[src/rtl/pb_scan_ctrl.sv]
`default_nettype none
// pb_scan_ctrl: one shared debounce/hold engine time-multiplexed across NBTN push-buttons.
// Revision 1.0
module pb_scan_ctrl #(
  parameter int NBTN       = 4,
  parameter int SAMPLES    = 4,
  parameter int HOLD_W     = 10,
  parameter int LONG_TICKS = 500,
  parameter int REP_TICKS  = 100
) (
  input  logic            clk,
  input  logic            rst,
  input  logic            tick_1ms,
  input  logic [NBTN-1:0] button,
  output logic [NBTN-1:0] pbreg,
  output logic [NBTN-1:0] press,
  // release/repeat are reserved words, hence the _pulse suffix
  output logic [NBTN-1:0] release_pulse,
  output logic [NBTN-1:0] repeat_pulse,
  output logic            busy,
  output logic            overrun
);

  localparam int                IDX_W    = (NBTN > 1) ? $clog2(NBTN) : 1;
  localparam logic [IDX_W-1:0]  LAST_IDX = IDX_W'(NBTN - 1);
  localparam logic [HOLD_W-1:0] LONG_C   = HOLD_W'(LONG_TICKS);
  localparam logic [HOLD_W-1:0] RELOAD_C = HOLD_W'(LONG_TICKS - REP_TICKS);
  localparam logic [HOLD_W-1:0] ONE_C    = HOLD_W'(1);

  typedef enum logic [0:0] {
    S_IDLE = 1'b0,
    S_SCAN = 1'b1
  } state_t;

  state_t             state, state_nxt;
  logic [IDX_W-1:0]   idx, idx_nxt;
  logic [NBTN-1:0]    sync1, sync2;
  logic [SAMPLES-1:0] hist [NBTN];
  logic [HOLD_W-1:0]  cnt  [NBTN];

  logic [SAMPLES-1:0] hist_new;
  logic               lvl_cur, lvl_new, rise, fall, rep_hit;
  logic [HOLD_W-1:0]  cnt_cur, cnt_inc, cnt_new;

  always_ff @(posedge clk or posedge rst) begin
    if (rst) begin
      state <= S_IDLE;
      idx   <= '0;
    end else begin
      state <= state_nxt;
      idx   <= idx_nxt;
    end
  end

  always_comb begin
    state_nxt = state;
    idx_nxt   = idx;
    case (state)
      S_IDLE: begin
        if (tick_1ms) begin
          state_nxt = S_SCAN;
          idx_nxt   = '0;
        end
      end
      S_SCAN: begin
        if (idx == LAST_IDX) begin
          state_nxt = S_IDLE;
          idx_nxt   = '0;
        end else begin
          idx_nxt = idx + IDX_W'(1);
        end
      end
      default: begin
        state_nxt = S_IDLE;
        idx_nxt   = '0;
      end
    endcase
  end

  assign busy = (state == S_SCAN);

  // Shared engine: evaluates the button selected by idx only.
  always_comb begin
    hist_new = {hist[idx][SAMPLES-2:0], sync2[idx]};
    lvl_cur  = pbreg[idx];
    lvl_new  = lvl_cur;
    if (&hist_new) begin
      lvl_new = 1'b1;
    end else if (hist_new == '0) begin
      lvl_new = 1'b0;
    end
    rise    = lvl_new & ~lvl_cur;
    fall    = ~lvl_new & lvl_cur;
    cnt_cur = cnt[idx];
    cnt_inc = cnt_cur + ONE_C;
    cnt_new = '0;
    rep_hit = 1'b0;
    if (lvl_new && (LONG_TICKS != 0)) begin
      if (cnt_inc == LONG_C) begin
        rep_hit = 1'b1;
        cnt_new = RELOAD_C;
      end else begin
        cnt_new = cnt_inc;
      end
    end
  end

  always_ff @(posedge clk or posedge rst) begin
    if (rst) begin
      sync1         <= '0;
      sync2         <= '0;
      pbreg         <= '0;
      press         <= '0;
      release_pulse <= '0;
      repeat_pulse  <= '0;
      overrun       <= 1'b0;
      for (int i = 0; i < NBTN; i++) begin
        hist[i] <= '0;
        cnt[i]  <= '0;
      end
    end else begin
      sync1         <= button;
      sync2         <= sync1;
      press         <= '0;
      release_pulse <= '0;
      repeat_pulse  <= '0;
      if (tick_1ms && (state == S_SCAN)) begin
        overrun <= 1'b1;
      end
      if (state == S_SCAN) begin
        hist[idx]          <= hist_new;
        cnt[idx]           <= cnt_new;
        pbreg[idx]         <= lvl_new;
        press[idx]         <= rise;
        release_pulse[idx] <= fall;
        repeat_pulse[idx]  <= rep_hit;
      end
    end
  end

endmodule
`default_nettype wire

[config.mk]
export PLATFORM = sky130hd
export DESIGN_NAME = pb_scan_ctrl
export DESIGN_NICKNAME = d
export VERILOG_FILES = /design/src/rtl/pb_scan_ctrl.sv
export SDC_FILE = /design/constraint.sdc
export NUM_CORES = 1
export LEC_CHECK = 0
export ABC_AREA = 1
export CORE_AREA = 2 2 69 120
export DETAILED_ROUTE_END_ITERATION = 8
export DIE_AREA = 0 0 71 122
export PLACE_DENSITY = 0.68
export SETUP_SLACK_MARGIN = 0.4
export SLEW_MARGIN = 20
export SYNTH_ARGS = -nofsm -noshare
export SYNTH_HDL_FRONTEND = slang
export SYNTH_SLANG_ARGS = --single-unit
[constraint.sdc]
create_clock -name clk -period 4.2 [get_ports clk]
set_input_delay 0.84 -clock clk [delete_from_list [all_inputs] [get_ports clk]]
set_output_delay 0.84 -clock clk [all_outputs]
set_load 0.005 [all_outputs]
After elaboration in Yosys (flattened, before gate mapping)
Cells that the tools add are included.
- flip-flop bits (word level): 84
- output and inout port bits: 18
- word-level logic and storage cells: 74
- $add $sub $neg: 2
- $lt $le $gt $ge: 4
- equality and inequality tests: 3
- muxes and demuxes: 34
- bitwise operators: 9
- reductions and logical operators: 5
- operators by type and width (cell ; number):
    $mux W10 ; 5
    $bwmux W40 ; 1
    $bmux W10 S2 ; 1
    $demux W10 S2 ; 1
    $bwmux W16 ; 1
    $mux W4 ; 4
    $and A4 B4 Y4 ; 3
    $add A10 B1 Y10 const B ; 1
    $eq A10 B9 Y1 const B ; 1
    $mux W1 ; 9
    $bmux W4 S2 ; 1
    $demux W4 S2 ; 1
    $mux W3 ; 2
    $bmux W1 S2 ; 2
    $bwmux W4 ; 1
    $logic_not A4 Y1 ; 1
    $mux W2 ; 2
    $pmux W2 S2 ; 1
    $reduce_and A4 Y1 ; 1
    $ge A3 B3 Y1 const B ; 1
    $logic_and A1 B1 Y1 ; 3
    $lt A2 B3 Y1 const B ; 1
    $lt A3 B1 Y1 const B ; 1
    $not A1 Y1 ; 3
    8 further kinds ; 9

Longest topological paths before layout
Gate-level depths: netlist (run 1).
- depth after elaboration: 11
- mapped depth: 19
- mapped depth without buffers: 17

Worst setup path after synthesis (run 1)
OpenSTA, ideal clock, no wires.
- path type: register to register
- from: reg idx[1]
- to: reg cnt[0] (netlist name)
- arrival time: 2.021 ns
- path slack: 2.060 ns
- stages on the path, launching flop included: 19
- path buffers: 3
- period minus slack after synthesis: 2.140 ns
- cell sequence: dfrtp_1 buf_4 inv_2 buf_4 nand3_1 nand2_2 ha_1 inv_1 nor2_1 nand3_1 nand2_1 nand2_1 inv_2 nand2_1 nor2_2 nand2_2 buf_6 nand4_1 nand2_1
- cells in the longest elaborated chain, start to end: 9
- ends and longest elaborated chain (item ; line ; RTL):
    from (decl) ; 36 ; logic [IDX_W-1:0] idx, idx_nxt;
    from (signal assigned) ; 51 ; idx <= idx_nxt;
    $not A2 Y3 (not written as such) ; 84, 94, 132 ;
    $bmux W10 S2 or $bmux W4 S2 (tied branches) ; 94, 84 ;
    $mux W10 (not written as such) or $mux W3 (tied branches) (2 in series) ; 94, 84 ;
    $add A10 B1 Y10 or $logic_not A4 Y1 (tied branches) ; 95, 89 ;
    $eq A10 B9 Y1 or $mux W1 (tied branches) ; 99, 89 ;
    $mux W10 or $mux W1 (tied branches) ; 99, 87 ;
    $mux W10 ; 98 ; if (lvl_new && (LONG_TICKS != 0)) begin
    $bwmux W40 * ; 132 ; cnt[idx] <= cnt_new;
    to (signal, indexed assignment) ; 132 ;
    to (decl) ; 39 ; logic [HOLD_W-1:0] cnt [NBTN];
Mark *: on every way between the ends. The rest lies on a longest branch, timed or not. The select of a mux whose other input is x is not followed.
A chain may end at the register's enable or synchronous reset.

Worst setup path in the final report (run 1)
- from: reg idx[1]
- to: reg cnt[6] (netlist name)
The elaborated chain is that of the path after synthesis.

==> results of run 1 <==
==> worst min path at each step <==
stage,end,slack [ns],cells past startpoint
6_report,sync2[3],0.35,0
5_1_grt,sync2[3],0.36,0
4_1_cts,sync2[2],0.35,0
3_5_place_dp,sync2[2],0.34,0
3_3_place_gp,sync2[2],0.33,0
2_1_floorplan,sync2[0],0.33,0
==> power by group <==
part | total, W | internal, W | switching [W]
registers | 0.00114 | 0.000990 | 0.000152
clock network | 0.000817 | 0.000496 | 0.000320
logic | 0.00144 | 0.000430 | 0.00101
==> state kept, by name, summed over array words and instances, names as in the netlist <==
register / count
press: 4
repeat_pulse: 4
overrun: 1
pbreg: 4
release_pulse: 4
sync1: 4
sync2: 4
busy: 1
hist: 12
idx: 2
cnt: 40
==> logic make-up after synthesis <==
kind of cell / share of synthesized area, %
AOI/OAI and AO/OA: 5.885
DFF: 53.19
buffers and inverters: 6.117
and+or+nand+nor: 33.14
adders and majority gates: 1.662
==> worst register-to-register path, cell delays in order, from the launching register on <==
cell and delay [ns]:
sky130_fd_sc_hd__dfrtp_1 0.67, sky130_fd_sc_hd__inv_2 0.46, sky130_fd_sc_hd__nand3_1 0.15, sky130_fd_sc_hd__nand2_2 0.11, sky130_fd_sc_hd__ha_1 0.20, sky130_fd_sc_hd__inv_1 0.07, sky130_fd_sc_hd__nor2_1 0.18, sky130_fd_sc_hd__nand3_1 0.10
sky130_fd_sc_hd__nand2_1 0.06, sky130_fd_sc_hd__nand2_1 0.05, sky130_fd_sc_hd__inv_2 0.09, sky130_fd_sc_hd__nand2_1 0.07, sky130_fd_sc_hd__nor2_2 0.09, sky130_fd_sc_hd__nand2_2 0.29, sky130_fd_sc_hd__nand4_1 0.18, sky130_fd_sc_hd__nand2_1 0.07
==> per-stage QoR <==
stage | total power (W) | setup slack [ns] | hold WS, ns
after detailed placement | 0.002588 | 1.265 | 0.3356
after global routing | 0.003666 | 0.9267 | 0.3612
after floorplan | 0.002201 | 1.308 | 0.3312
after CTS | 0.003411 | 1.267 | 0.3490
final | 0.003401 | 1.245 | 0.3496
after global placement | 0.002563 | 1.342 | 0.3312
==> cells in the final DEF, fill, tap and decap left out, types with 5 or more instances in the layout <==
cell type / synthesis / final
sky130_fd_sc_hd__ha_1: 5 / 5
sky130_fd_sc_hd__nand3_1: 28 / 28
sky130_fd_sc_hd__inv_1: 17 / 16
sky130_fd_sc_hd__nand2_1: 207 / 207
sky130_fd_sc_hd__clkdlybuf4s50_1: 0 / 24
sky130_fd_sc_hd__dfrtp_1: 80 / 80
sky130_fd_sc_hd__o21ai_0: 26 / 26
sky130_fd_sc_hd__buf_4: 8 / 6
sky130_fd_sc_hd__nand4_1: 22 / 22
sky130_fd_sc_hd__nor2_1: 37 / 37
sky130_fd_sc_hd__clkbuf_16: 0 / 9
==> routing by layer <==
layer | vias to the layer above | routed length [um] | part of all wire [%]
li1 | 1560 | - | -
met1 | 1514 | 3546 | 40
met2 | 79 | 4638 | 53
met3 | 18 | 298 | 3.4
met4 | 0 | 275 | 3.1
met5 | - | 0 | 0
==> final cells by class <==
cell class	count	area [um2]	share of cell area, %
well taps	90	112.6	2.592
clock inverters	5	65.06	1.498
flip-flops and latches	80	2002	46.08
clock buffers	11	252.7	5.818
multi-input cells	346	1531	35.25
inverters	25	95.09	2.189
repair buffers	30	285.3	6.567
==> results.md, run 1 <==
Clock tree:
- Once the clock tree was built, the resizer swapped 0 gates to a different size.
- The clock root buffer is sky130_fd_sc_hd__clkbuf_16.
- The clock tree from TritonCTS is done.
- The clock transition at the registers of the reported paths is 0.06 ns.
- The number of clock sinks is 80.
- At the later pin of the worst-skew pair, clock insertion delay measures 0.35 ns.
- The number of buffers inserted during clock tree synthesis is 9.
- In this run, post-CTS hold repair placed 0 buffers.
- Once the clock tree was built, the setup fixing pass inserted 0 buffers.
- No sink is reached through more buffers than the 2 on the longest clock path.
- The H-tree generated during clock tree synthesis spans 3 levels.

Timing:
- The worst clock skew is 0.006815 ns.
- After layout, the worst path uses 70.36% of the clock period.
- Setup violations remaining at the end of the flow were counted as 0.
- The minimum period implied by the final worst setup slack is 2.955 ns.
- The maximum achievable frequency is 338.4 MHz.
- The max-slew violation count is 0.
- The worst slew slack as a fraction of its limit is 36.78%.
- The number of hold violations in the final report is 0.
- The sum of negative setup slack is 0 ns.
- Setup repair after global routing left no endpoint under its margin.
- At the pin with the least slew margin, the transition time is 0.9461 ns.

Setup path:
- The critical path ends at cnt[6].
- The critical register-to-register path endpoint is cnt[6].
- The signal on the critical path passes through inv_2 -> nand3_1 -> nand2_2 -> ha_1 -> inv_1 -> nor2_1 -> nand3_1 -> nand2_1 -> nand2_1 -> inv_2 -> nand2_1 -> nor2_2 -> nand2_2 -> nand4_1 -> nand2_1.
- The type of element capturing the critical path is a flip-flop.
- The critical path's most frequent cell is sky130_fd_sc_hd__nand2_1.
- The largest fanout on the critical path is 24.
- Data on the critical path is required at its endpoint by 4.43 ns.
- In this run the number of cells on the critical path is 15.
- The most critical setup path has its startpoint at idx[1].
- The arrival time of the worst setup path is 3.18 ns.
- For flop-to-flop paths, the worst setup slack is 1.24 ns.
- The critical-path cell with the highest stage delay is sky130_fd_sc_hd__dfrtp_1.
- The buffer and inverter count on the worst path is 3.
- The nature of the critical path startpoint is a flip-flop.
- By startpoint and endpoint, the worst setup path is classified as flip-flop to flip-flop.
- Among cell families on the critical path, the largest total delay comes from simple AND/OR/NAND/NOR gates.
- The launch instance of the worst register-to-register path is idx[1].
- The delay contributed by the slowest stage of the critical path is 0.67 ns.
- Counting cells, the worst reg-to-reg path comes to 15.

Synthesis:
- Counting instances in the post-synthesis netlist gives the leading cell types as 207 x sky130_fd_sc_hd__nand2_1, 80 x sky130_fd_sc_hd__dfrtp_1, 37 x sky130_fd_sc_hd__nor2_1.
- The top cell type by area accounts for 53.19% of the synthesized area.
- The net count after synthesis is 486.
- Ranked by total cell area, the synthesized netlist is headed by sky130_fd_sc_hd__dfrtp_1 53%, sky130_fd_sc_hd__nand2_1 21%, sky130_fd_sc_hd__nand3_1 3.7%, sky130_fd_sc_hd__nor2_1 3.7%, sky130_fd_sc_hd__nand4_1 3.7%.
- Among all flip-flop cells after synthesis, the most frequent one is sky130_fd_sc_hd__dfrtp_1.
- The synthesized cell area is 0.003764 mm2.
- The Yosys warning count is 0.
- The number of distinct standard cells referenced by the synthesized netlist is 26.
- The most frequent cell after synthesis is sky130_fd_sc_hd__nand2_1.
- After synthesis, the mean cell area works out to 7.940 um2.
- The share of synthesized area occupied by flip-flops and latches is 53.19%.
- The synthesis-stage register bit count is 80.
- Summed over all instances, the cell type with the most area after synthesis is sky130_fd_sc_hd__dfrtp_1.
- In this run, synthesis inferred 0 flip-flops with an integrated enable.
- The synthesized instance count is 474.
- The proportion of register bits with asynchronous set or reset after synthesis is 100.0%.

Detailed routing:
- Summed over all layers, the routed wires come to 8758 um.
- The detailed-route via count is 3171.
- For this run, design rule violations remaining after detail routing come to 0.
- The number of detailed-route iterations in the first pass is 4.
- After detailed routing, the number of vias per cell comes to 5.402.
- Dividing the detail-routed wire length by the instance count gives 14.92 um.
- For this block, the initial DRC count from the detailed router was 315.
- The number of nets with antenna violations after detailed routing is 0.

Global routing:
- The total track usage is 22.39%.
- The initial antenna violation count was 0.
- The fraction of met1 tracks used by global routing is 25.65%.
- For this run, global-route usage on met2 was measured as 39.31%.
- The first global-routing pass estimated 14840 um of wire.
- The global routing usage on met3 is 4.963%.
- Global routing finished with a remaining overflow of 0.
- The largest net degree at the start of global routing is 34.
- The via count of the first global-routing pass is 3138.
- After global routing, the most crowded layer is met2.

Final layout:
- The post-route netlist has 7.042% of its cells at a drive strength greater than 1.
- The non-filler instance count after layout is 587.
- The final antenna diode count is 0.
- The total non-filler cell area in the finished layout is 0.004344 mm2.
- The layout filler cell count is 742.
- After the last flow step, the layout net total stands at 504.
- Measured on the finished design, the core utilization comes to 55.69%.
- The layout overhead on the synthesized area is 15.43%.

Die:
- The die is 122 um tall.
- The core area is 0.007801 mm2.
- During I/O placement, the number of pins put on the boundary was 25.
- In this run the horizontal extent of the chip is 71 um.
- Once the floorplan was initialized, standard cells occupied 48.24% of the core.
- The die area is 0.008662 mm2.
- After floorplanning, the core was divided into 43 placement rows.

Outcome:
- The flow ran to the end, and the final reports show no timing, DRC or antenna violations.

Hold path:
- The source of the worst hold timing path is sync1[3].
- The class of the tightest hold or removal check is flip-flop to flip-flop.

Power and ir drop:
- The cell leakage power is 2.204 nW.
- The total power density per cell area is 782.8 mW/mm2.
- The worst-case vdd ir drop is 0.0004393 V.

Placement:
- The number of input and output port buffers inserted is 24.
- The cell total after placement is 571.
- The total cell area at the placement stage is 0.004026 mm2.
- Detailed placement ended at an HPWL of 5645 um.
- The congestion estimate from routability-driven global placement came to 0.8744.

Run:
- The tool flagged a number of max-cap violations equal to 0.
(Power assumes the default switching activity.)
==> inputs of run 2 (changes only) <==
==> constraint.sdc (replaced) <==
create_clock -name clk -period 2.9 [get_ports clk]
set_input_delay 0.58 -clock clk [delete_from_list [all_inputs] [get_ports clk]]
set_output_delay 0.58 -clock clk [all_outputs]
set_load 0.005 [all_outputs]
==> results.md, run 2 (synthesized netlist as in run 1, its figures left out) <==
Final layout:
- The post-layout net count is 517 (was 504).
- The layout filler cell count is 685 (was 742).
- The most frequent standard cell in the layout excluding fill and tap cells is sky130_fd_sc_hd__nand2_1 (unchanged).
- Most frequent cells in the layout: 207 x sky130_fd_sc_hd__nand2_1, 80 x sky130_fd_sc_hd__dfrtp_1, 35 x sky130_fd_sc_hd__nor2_1, 28 x sky130_fd_sc_hd__nand3_1, 26 x sky130_fd_sc_hd__o21ai_0 (was 207 x sky130_fd_sc_hd__nand2_1, 80 x sky130_fd_sc_hd__dfrtp_1, 37 x sky130_fd_sc_hd__nor2_1, 28 x sky130_fd_sc_hd__nand3_1, 26 x sky130_fd_sc_hd__o21ai_0).
- The layout overhead on the synthesized area was 19.08% (was 15.43%).
- The flip-flop count of the largest register after layout came to 40 (unchanged).
- The fraction of layout cells with a size suffix above 1 is 9.804% (was 7.042%).
- The register with the highest flop count is cnt (unchanged).
- The final antenna diode count came to 0 (unchanged).
- The non-filler instance count after layout came to 600 (was 587).
- Top flop regs: cnt: 40 flops, hist: 12 flops (unchanged).

Detailed routing:
- The routed length per placed instance is 15.67 um (was 14.92 um).
- The detailed-route via count was 3207 (was 3171).
- The number of nets with antenna violations after detailed routing was 0 (unchanged).
- The starting DRC count in detailed routing is 282 (was 315).
- The number of vias per cell after detailed routing came to 5.345 (was 5.402).
- The routed wire length is 9404 um (was 8758 um).
- The number of DRC violations after detailed routing is 0 (unchanged).
- The number of detailed-route iterations in the first pass is 4 (unchanged).

Timing:
- The number of hold violations in the final report is 0 (unchanged).
- Setup repair after global routing missed its margin: no (unchanged).
- The worst slew slack as a fraction of its limit is 49.99% (was 36.78%).
- The minimum period implied by the final worst setup slack is 2.309 ns (was 2.955 ns).
- The final setup violation count was 0 (unchanged).
- The worst clock skew is 0.008426 ns (was 0.006815 ns).
- The sum of negative setup slack is 0 ns (unchanged).
- The measured slew at the worst slew-check pin was 0.7486 ns (was 0.9461 ns).
- The max-slew violation count came to 0 (unchanged).
- The maximum achievable frequency is 433.1 MHz (was 338.4 MHz).
- The post-route fraction of the period consumed by the critical path is 79.63% (was 70.36%).

Clock tree:
- The clock root buffer is sky130_fd_sc_hd__clkbuf_16 (unchanged).
- The maximum count of clock buffers along a single path is 2 (unchanged).
- The clock tree from TritonCTS is done (unchanged).
- The number of clock sinks is 80 (unchanged).
- The number of buffers inserted during clock tree synthesis is 9 (unchanged).
- The clock transition at the registers of the reported paths is 0.06 ns (about the same).
- The number of H-tree branching levels is 3 (unchanged).
- The clock insertion delay at the later pin of the skew report came to 0.34 ns (was 0.35 ns).

Placement:
- The HPWL after detailed placement is 6226 um (was 5645 um).
- The final weighted congestion of routability-driven global placement is 0.9153 (was 0.8744).
- The cell total after placement is 580 (was 571).
- The number of input and output port buffers inserted is 24 (unchanged).

Hold path:
- The class of the tightest hold or removal check is flip-flop to flip-flop (unchanged).

Power and ir drop:
- The total power density per cell area is 1126 mW/mm2 (was 782.8 mW/mm2).
- The post-route total power was 0.005045 W (was 0.003401 W).
- The worst-case vdd ir drop is 0.0005155 V (was 0.0004393 V).
- The cell leakage power was 2.280 nW (was 2.204 nW).

Setup path:
- The critical path required time came to 3.13 ns (was 4.43 ns).
- The largest fanout on the critical path is 12 (was 24).
- The type of element capturing the critical path was a flip-flop (unchanged).
- The category of the most critical setup path was flip-flop to flip-flop (unchanged).
- The arrival time of the worst setup path is 2.53 ns (was 3.18 ns).
- The nature of the critical path startpoint is a flip-flop (unchanged).

Global routing:
- The initial antenna violation count came to 0 (unchanged).
- The wire length of the first global-routing pass is 15140 um (was 14840 um).
- The total track usage is 23.01% (was 22.39%).
- The largest net degree at the start of global routing came to 32 (was 34).
- The final global-route overflow total was 0 (unchanged).
- The via count of the first global-routing pass was 3155 (was 3138).

Die:
- The core area is 0.007801 mm2 (unchanged).
- The die area is 0.008662 mm2 (unchanged).
- The cell row count is 43 (unchanged).
- The count of boundary I/O pins was 25 (unchanged).
- The die extent in x is 71 um (unchanged).
- The initial cell density of the core is 48.24% (unchanged).
- The die height is 122 um (unchanged).

Run:
- The count of max-cap constraint violations is 0 (unchanged).

Outcome:
- Outcome: completed (unchanged).
[run 2: final timing paths]
path,from,to,slack (ns),cells past startpoint
max,idx[0],cnt[16],0.59,14
min,sync1[2],sync2[2],0.35,0
max reg2reg,idx[0],cnt[16],0.59,14
min reg2reg,sync1[2],sync2[2],0.35,0
max in group asynchronous,rst,cnt[28],1.61,3
min in group asynchronous,rst,press[2],0.71,2
[run 2: per-layer routing]
metal | part of all wire (%) | global-route usage (%)
met4 | 3.1 | 12.62
met5 | 0 | 0
met3 | 2.9 | 4.467
met2 | 54 | 40.71
met1 | 40 | 25.53
[run 2: critical path: stages (launching register included)]
cell	delay, ns
sky130_fd_sc_hd__dfrtp_1	0.42
sky130_fd_sc_hd__buf_6	0.16
sky130_fd_sc_hd__nand2_1	0.06
sky130_fd_sc_hd__nand3_1	0.09
sky130_fd_sc_hd__nand2_2	0.13
sky130_fd_sc_hd__ha_1	0.21
sky130_fd_sc_hd__nand3_1	0.12
sky130_fd_sc_hd__nor2_1	0.20
sky130_fd_sc_hd__nand4_1	0.11
sky130_fd_sc_hd__nand2_1	0.10
sky130_fd_sc_hd__nand2_1	0.09
sky130_fd_sc_hd__nor2_4	0.17
sky130_fd_sc_hd__nand2_4	0.16
sky130_fd_sc_hd__nand4_1	0.11
sky130_fd_sc_hd__nand2_1	0.07
[run 2: where the power goes]
part | leakage (nW) | internal, W | switching (W)
Clock | 0.133 | 0.000613 | 0.000472
Sequential | 1.05 | 0.00143 | 0.000181
Combinational | 1.09 | 0.000748 | 0.00160
[run 2: through the flow]
stage,worst slack [ns],cell area (um2),hold slack [ns],utilization [%]
finish,0.5909,4482,0.3481,57.45
global route,0.3618,4482,0.3580,57.45
CTS,0.4142,4417,0.3492,56.62
detailed placement,0.3399,4121,0.3347,52.83
global placement,0.3782,4121,0.3329,52.83
floorplan,0.7595,3767,0.3312,-
[run 2: what timing repair did]
item | in CTS | in global routing
pin swaps | 0 | 1
resized for setup | 1 | 11
setup buffers | 0 | 3
hold buffers | 0 | 0
setup endpoints to repair | 24 | 28
gates cloned | 0 | 1
[run 2: layout make-up]
cell class              instances  area (um2)  area share, %
multi-input cells             347        1563          34.87
clock inverters                 6       51.30          1.145
flip-flops and latches         80        2002          44.67
clock buffers                  10       239.0          5.332
inverters                      25       102.6          2.289
well taps                      90       112.6          2.513
repair buffers                 42       411.6          9.185
